## config.mk

```make
export PLATFORM = sky130hd
export DESIGN_NAME = bus_grant_arbiter
export DESIGN_NICKNAME = d
export VERILOG_FILES = /design/src/rtl/bus_grant_arbiter.sv
export SDC_FILE = /design/constraint.sdc
export NUM_CORES = 1
export LEC_CHECK = 0
export ABC_CLOCK_PERIOD_IN_PS = 2750
export CORE_MARGIN = 2
export CORE_UTILIZATION = 43
export CTS_CLUSTER_DIAMETER = 50
export DETAILED_ROUTE_END_ITERATION = 7
export GPL_TIMING_DRIVEN = 0
export PLACE_DENSITY = 0.76
export SLEW_MARGIN = 20
export SYNTH_ARGS = -nofsm -noshare
export SYNTH_HDL_FRONTEND = slang
export SYNTH_SLANG_ARGS = --single-unit
```

## constraint.sdc

```tcl
create_clock -name clk -period 2.75 [get_ports clk]
set_input_delay 0.55 -clock clk [delete_from_list [all_inputs] [get_ports clk]]
set_output_delay 0.55 -clock clk [all_outputs]
set_load 0.005 [all_outputs]
```

## src/rtl/bus_grant_arbiter.sv

```systemverilog
// -----------------------------------------------------------------------------
// bus_grant_arbiter
//
// Round-robin sequencer for a single framed bus shared by N_REQ requesters.
// A one-hot grant is issued to the next requester in rotation. The granted
// master then has TIMEOUT cycles after the grant rises to assert frame.
// If it asserts frame in time, a one-cycle aquired pulse is reported and the
// grant is held for as long as frame stays high. If it misses the window, a
// one-cycle time_out pulse is reported, its sticky flag is set, and the grant
// is reclaimed for one recovery cycle.
//
// Ports:
//   clk        rising-edge clock
//   rst_n      asynchronous active-low reset
//   req        per-requester level request             [N_REQ]
//   frame      shared bus frame from the current master
//   grant      registered one-hot grant                 [N_REQ]
//   owner      index of the granted requester           [$clog2(N_REQ)]
//   time_out   one-cycle pulse, master missed the frame window
//   aquired    one-cycle pulse, master framed inside the window
//   to_sticky  per-requester sticky timeout flags       [N_REQ]
//   to_clr     synchronous clear of to_sticky (a coincident set wins)
// -----------------------------------------------------------------------------
module bus_grant_arbiter #(
    parameter int N_REQ   = 4,
    parameter int TIMEOUT = 63,
    parameter int CNT_W   = 8
) (
    input  logic                     clk,
    input  logic                     rst_n,
    input  logic [N_REQ-1:0]         req,
    input  logic                     frame,
    output logic [N_REQ-1:0]         grant,
    output logic [$clog2(N_REQ)-1:0] owner,
    output logic                     time_out,
    output logic                     aquired,
    output logic [N_REQ-1:0]         to_sticky,
    input  logic                     to_clr
);

    localparam int OWN_W = $clog2(N_REQ);

    typedef enum logic [1:0] {
        ST_IDLE    = 2'd0,
        ST_WAIT    = 2'd1,
        ST_BUSY    = 2'd2,
        ST_RECOVER = 2'd3
    } state_t;

    state_t             state_q,     state_d;
    logic [N_REQ-1:0]   grant_q,     grant_d;
    logic [OWN_W-1:0]   owner_q,     owner_d;
    logic [CNT_W-1:0]   wait_cnt_q,  wait_cnt_d;
    logic [OWN_W-1:0]   rr_ptr_q,    rr_ptr_d;
    logic [N_REQ-1:0]   to_sticky_q, to_sticky_d;

    logic               pick_found_s;
    logic [OWN_W-1:0]   pick_idx_s;
    logic [OWN_W-1:0]   pick_next_s;
    logic               time_out_s;
    logic               aquired_s;

    // Round-robin search: first set req bit at or above rr_ptr, wrapping at N_REQ.
    always_comb begin
        int idx;
        pick_found_s = 1'b0;
        pick_idx_s   = '0;
        idx          = 0;
        for (int i = 0; i < N_REQ; i++) begin
            idx = int'(rr_ptr_q) + i;
            if (idx >= N_REQ) begin
                idx = idx - N_REQ;
            end else begin
                idx = idx;
            end
            if (!pick_found_s && req[idx]) begin
                pick_found_s = 1'b1;
                pick_idx_s   = OWN_W'(idx);
            end else begin
                pick_found_s = pick_found_s;
            end
        end
        // Explicit wrap so non-power-of-two N_REQ never points past the last requester.
        if (pick_idx_s == OWN_W'(N_REQ - 1)) begin
            pick_next_s = '0;
        end else begin
            pick_next_s = pick_idx_s + OWN_W'(1);
        end
    end

    // Next-state and pulse logic of the grant sequencer.
    always_comb begin
        state_d    = state_q;
        grant_d    = grant_q;
        owner_d    = owner_q;
        wait_cnt_d = wait_cnt_q;
        rr_ptr_d   = rr_ptr_q;
        time_out_s = 1'b0;
        aquired_s  = 1'b0;
        case (state_q)
            ST_IDLE: begin
                if (pick_found_s) begin
                    grant_d    = {{(N_REQ-1){1'b0}}, 1'b1} << pick_idx_s;
                    owner_d    = pick_idx_s;
                    wait_cnt_d = '0;
                    rr_ptr_d   = pick_next_s;
                    state_d    = ST_WAIT;
                end else begin
                    grant_d = '0;
                end
            end
            ST_WAIT: begin
                if (!req[owner_q]) begin
                    grant_d = '0;
                    state_d = ST_IDLE;
                end else if ((wait_cnt_q != '0) && frame) begin
                    // Frame in the grant-rise cycle (wait_cnt == 0) is deliberately ignored.
                    aquired_s = 1'b1;
                    state_d   = ST_BUSY;
                end else if ((wait_cnt_q == CNT_W'(TIMEOUT)) && !frame) begin
                    time_out_s = 1'b1;
                    grant_d    = '0;
                    state_d    = ST_RECOVER;
                end else if (wait_cnt_q != CNT_W'(TIMEOUT)) begin
                    wait_cnt_d = wait_cnt_q + CNT_W'(1);
                end else begin
                    wait_cnt_d = wait_cnt_q;
                end
            end
            ST_BUSY: begin
                // Tenure lasts while frame is high, independent of req.
                if (!frame) begin
                    grant_d = '0;
                    state_d = ST_IDLE;
                end else begin
                    grant_d = grant_q;
                end
            end
            ST_RECOVER: begin
                grant_d = '0;
                state_d = ST_IDLE;
            end
            default: begin
                grant_d = '0;
                state_d = ST_IDLE;
            end
        endcase
    end

    // Sticky flags: grant_q is the owner's one-hot bit in WAIT, so a set overrides the clear.
    always_comb begin
        if (time_out_s) begin
            to_sticky_d = (to_clr ? '0 : to_sticky_q) | grant_q;
        end else begin
            to_sticky_d = to_clr ? '0 : to_sticky_q;
        end
    end

    // State register; reset drops grant asynchronously.
    always_ff @(posedge clk or negedge rst_n) begin
        if (!rst_n) begin
            state_q     <= ST_IDLE;
            grant_q     <= '0;
            owner_q     <= '0;
            wait_cnt_q  <= '0;
            rr_ptr_q    <= '0;
            to_sticky_q <= '0;
        end else begin
            state_q     <= state_d;
            grant_q     <= grant_d;
            owner_q     <= owner_d;
            wait_cnt_q  <= wait_cnt_d;
            rr_ptr_q    <= rr_ptr_d;
            to_sticky_q <= to_sticky_d;
        end
    end

    assign grant     = grant_q;
    assign owner     = owner_q;
    assign time_out  = time_out_s;
    assign aquired   = aquired_s;
    assign to_sticky = to_sticky_q;

endmodule

```

==> impl_metrics.py <==
metrics = {
    "yosys": {
        "synth_top_family_by_area": "simple AND/OR/NAND/NOR gates",
        "synth_edf_count": 0,
        "ys_ff_latch": 22,
        "synth.distinct_cells": 39,
        "synth_area_leaders": "dfrtp_1, mux2i_1, ha_1, a22o_1, nand2_1",
        "synth_xor_area_share_pct": 0,
        "postSynthCellCount": 115,
        "synth_top_cell_by_area": "dfrtp_1",
        "avgSynthCellArea_um2": 10.9,
        "synth_nets": 129,
        "synthesis.area_um2": 1250,
        "synth_mux_area_share_pct": 8.08,
        "yosysTopAreaCellShare_pct": 43.9,
        "synth-simple-area-share_pct": 20.5,
        "synth_most_common_cell": "dfrtp_1",
        "synth_compound_area_share_pct": 18.7,
        "yosys_warnings": 0,
        "synth_fa_ha_area_share_pct": 5.98,
        "synth_ff_type": "dfrtp_1",
        "synthTopCellsByCount": "dfrtp_1, nand2_1, mux2i_1",
        "yosysSeqAreaShare_pct": 43.9,
        "async_flop_share_pct": 100,
    },
    "placed_design": {
        "io_buffers": 19,
        "place_area_um2": 1480,
        "dp.cells": 165,
        "dp_hpwl_um": 1940,
        "gp_congestion": 0.800,
    },
    "worst_setup_path": {
        "critPathCaptureType": "output pin",
        "worstPathArrival_ns": 2.10,
        "path_cells": "inv_1, ha_1, or4b_4, o41ai_4, nor2_1, dlygate4sd2_1",
        "cpPeakStageDelay_ns": 0.48,
        "cp_top_family": "simple AND/OR/NAND/NOR gates",
        "crit_slowest_cell": "or4b_4",
        "cp.required_ns": 2.20,
        "cp_num_buf_inv": 2,
        "critical_path.max_fanout": 4,
        "worstSetupPathType": "reg2out",
        "start_kind": "register",
    },
    "die": {
        "io_pins": 20,
        "fp-row-count": 19,
        "start_util_pct": 45.5,
        "die_w_um": 58.0,
        "core_um2": 2760,
        "dieArea_um2": 3370,
        "die_h_um": 58.0,
    },
    "run": {
        "maxCapViolCount": 0,
    },
    "sta": {
        "hold_violations": 0,
        "fin_crit_sh_pct": 96.5,
        "maxSlewViolCount": 0,
        "tightest_slew_ns": 0.689,
        "setup_violations": 0,
        "fin_skew_ns": 0.00466,
        "relSlewSlack_pct": 53.7,
        "max_freq_mhz": 377,
        "finalCriticalPeriod_ns": 2.65,
        "rsz0062_at_grt": "false",
    },
    "final_layout": {
        "fin_area_um2": 1570,
        "fill_cells": 228,
        "ff_latch_area_um2": 551,
        "area_delta_synth_final_pct": 25.4,
        "fin_cells": 174,
        "antennaDiodeCount": 0,
        "drive_gt1_share_pct": 15.4,
        "nNetsFinal": 158,
        "multi_input_area_um2": 697,
    },
    "detailed_routing": {
        "routedWlPerCell_um": 15.2,
        "postRouteWirelength_um": 2650,
        "vias": 1018,
        "dr.pass1.iters": 4,
        "drc": 0,
        "ant_nets": 0,
        "drtIter0Drc": 26,
        "via_per_inst": 5.85,
    },
    "pwr": {
        "power.density_nw_per_um2": 805,
        "p_leak_nw": 0.745,
        "peakVddDrop_mv": 0.446,
    },
    "worst_hold_path": {
        "hp-class": "in2async",
    },
    "grt": {
        "grt_overflow": 0,
        "grt_pass1_wl_um": 4710,
        "grt_usage_pct": 18.2,
        "grt_pass1_vias": 1048,
        "grt_max_degree": 23,
        "antenna_found_initial": 0,
    },
    "outcome": {
        "status": "finished clean",
    },
    "clock_tree": {
        "cts_num_sinks": 22,
        "cts-root-buf": "clkbuf_4",
        "clk_pin_slew_ns": 0.12,
        "htree_levels": 1,
        "clk_path_buf_depth": 2,
        "cts_buffers": 3,
        "clk_latency_ns": 0.31,
        "ctsHoldBuffers": 0,
        "cts_tree": "yes",
    },
}
## routing by layer
| layer | vias up | track usage [%] | part of all wire [%] |
|---|---|---|---|
| met5 | - | 0 | 0 |
| met4 | 0 | 4.98 | 0.87 |
| li1 | 490 | - | - |
| met2 | 17 | 30.7 | 50 |
| met1 | 507 | 24.5 | 47 |
| met3 | 4 | 2.68 | 2.7 |
## state kept, by name, indices dropped and copies added (netlist names)
register and count:
grant 4, owner 2, rr_ptr_q 2, state_q 2, to_sticky 4, wait_cnt_q 8
## logic make-up after synthesis
group	Yosys count
and+or+nand+nor	41
muxes	10
buffers and inverters	9
DFF	22
AOI/OAI and AO/OA	27
adders and majority gates	6
## layout by cell type (no fill, tap or decap), drive strengths merged, types with 2 or more instances in the layout
cell	Yosys	layout
nor2b	2	2
inv	7	7
nand3b	4	4
nand4	3	3
nand2b	4	4
buf	1	7
dfrtp	22	22
a21oi	2	2
a22o	8	8
o21ai	3	3
dlygate4sd2	0	5
nor2	3	3
o22ai	3	3
ha	6	6
nor4	2	2
nand2	11	11
and3	2	2
clkdlybuf4s50	0	13
nor3	2	2
clkbuf	1	5
mux2i	9	9
nand3	4	4
o31ai	2	2
a21o	2	2
## through the flow
step	power (mW)	setup slack, ns	util [%]	TNS (ns)	hold slack, ns
2_1_floorplan	0.845	0.695	-	0	0.254
3_3_place_gp	1.03	-0.276	53.8	-0.281	0.489
4_1_cts	1.25	0.0497	56.2	0	0.525
3_5_place_dp	1.05	-0.361	53.8	-0.430	0.497
6_report	1.27	0.0970	57.1	0	0.180
5_1_grt	1.37	0.00143	57.1	0	0.205
## final timing paths
path                                            from                   endpoint  slack, ns  cells past startpoint
hold / removal                                 rst_n     to_sticky[2]$_DFF_PN0_       0.18                      1
min in group clk              to_sticky[2]$_DFF_PN0_     to_sticky[2]$_DFF_PN0_       0.53                      1
hold reg to reg               to_sticky[2]$_DFF_PN0_     to_sticky[2]$_DFF_PN0_       0.53                      1
max in group asynchronous                      rst_n       grant[0]$_DFFE_PN0P_       2.23                      1
setup reg to reg           wait_cnt_q[0]$_DFFE_PN0P_  wait_cnt_q[5]$_DFFE_PN0P_       0.53                      7
setup / recovery           wait_cnt_q[0]$_DFFE_PN0P_                    aquired        0.1                      6
## where the power goes
group	switching, mW	internal [mW]	leakage [nW]
clock network	0.0995	0.0809	0.0210
registers	0.0832	0.400	0.294
logic	0.302	0.302	0.430
total	0.484	0.783	0.745
## final cells by class
type	instances	area share, %
well taps	31	2.46
multi-input cells	84	44.3
repair buffers	24	13.8
flip-flops and latches	22	35.0
inverters	7	1.67
plain buffers	2	0.556
clock buffers	4	2.31
## timing repair
item                                    in CTS  in global routing
buffers inserted                             3                  2
endpoints found under the setup margin       2                  1
resized for setup                            8                  2
pin swaps                                    3                  0
cloned                                       0                  0
(Power assumes the default switching activity.)
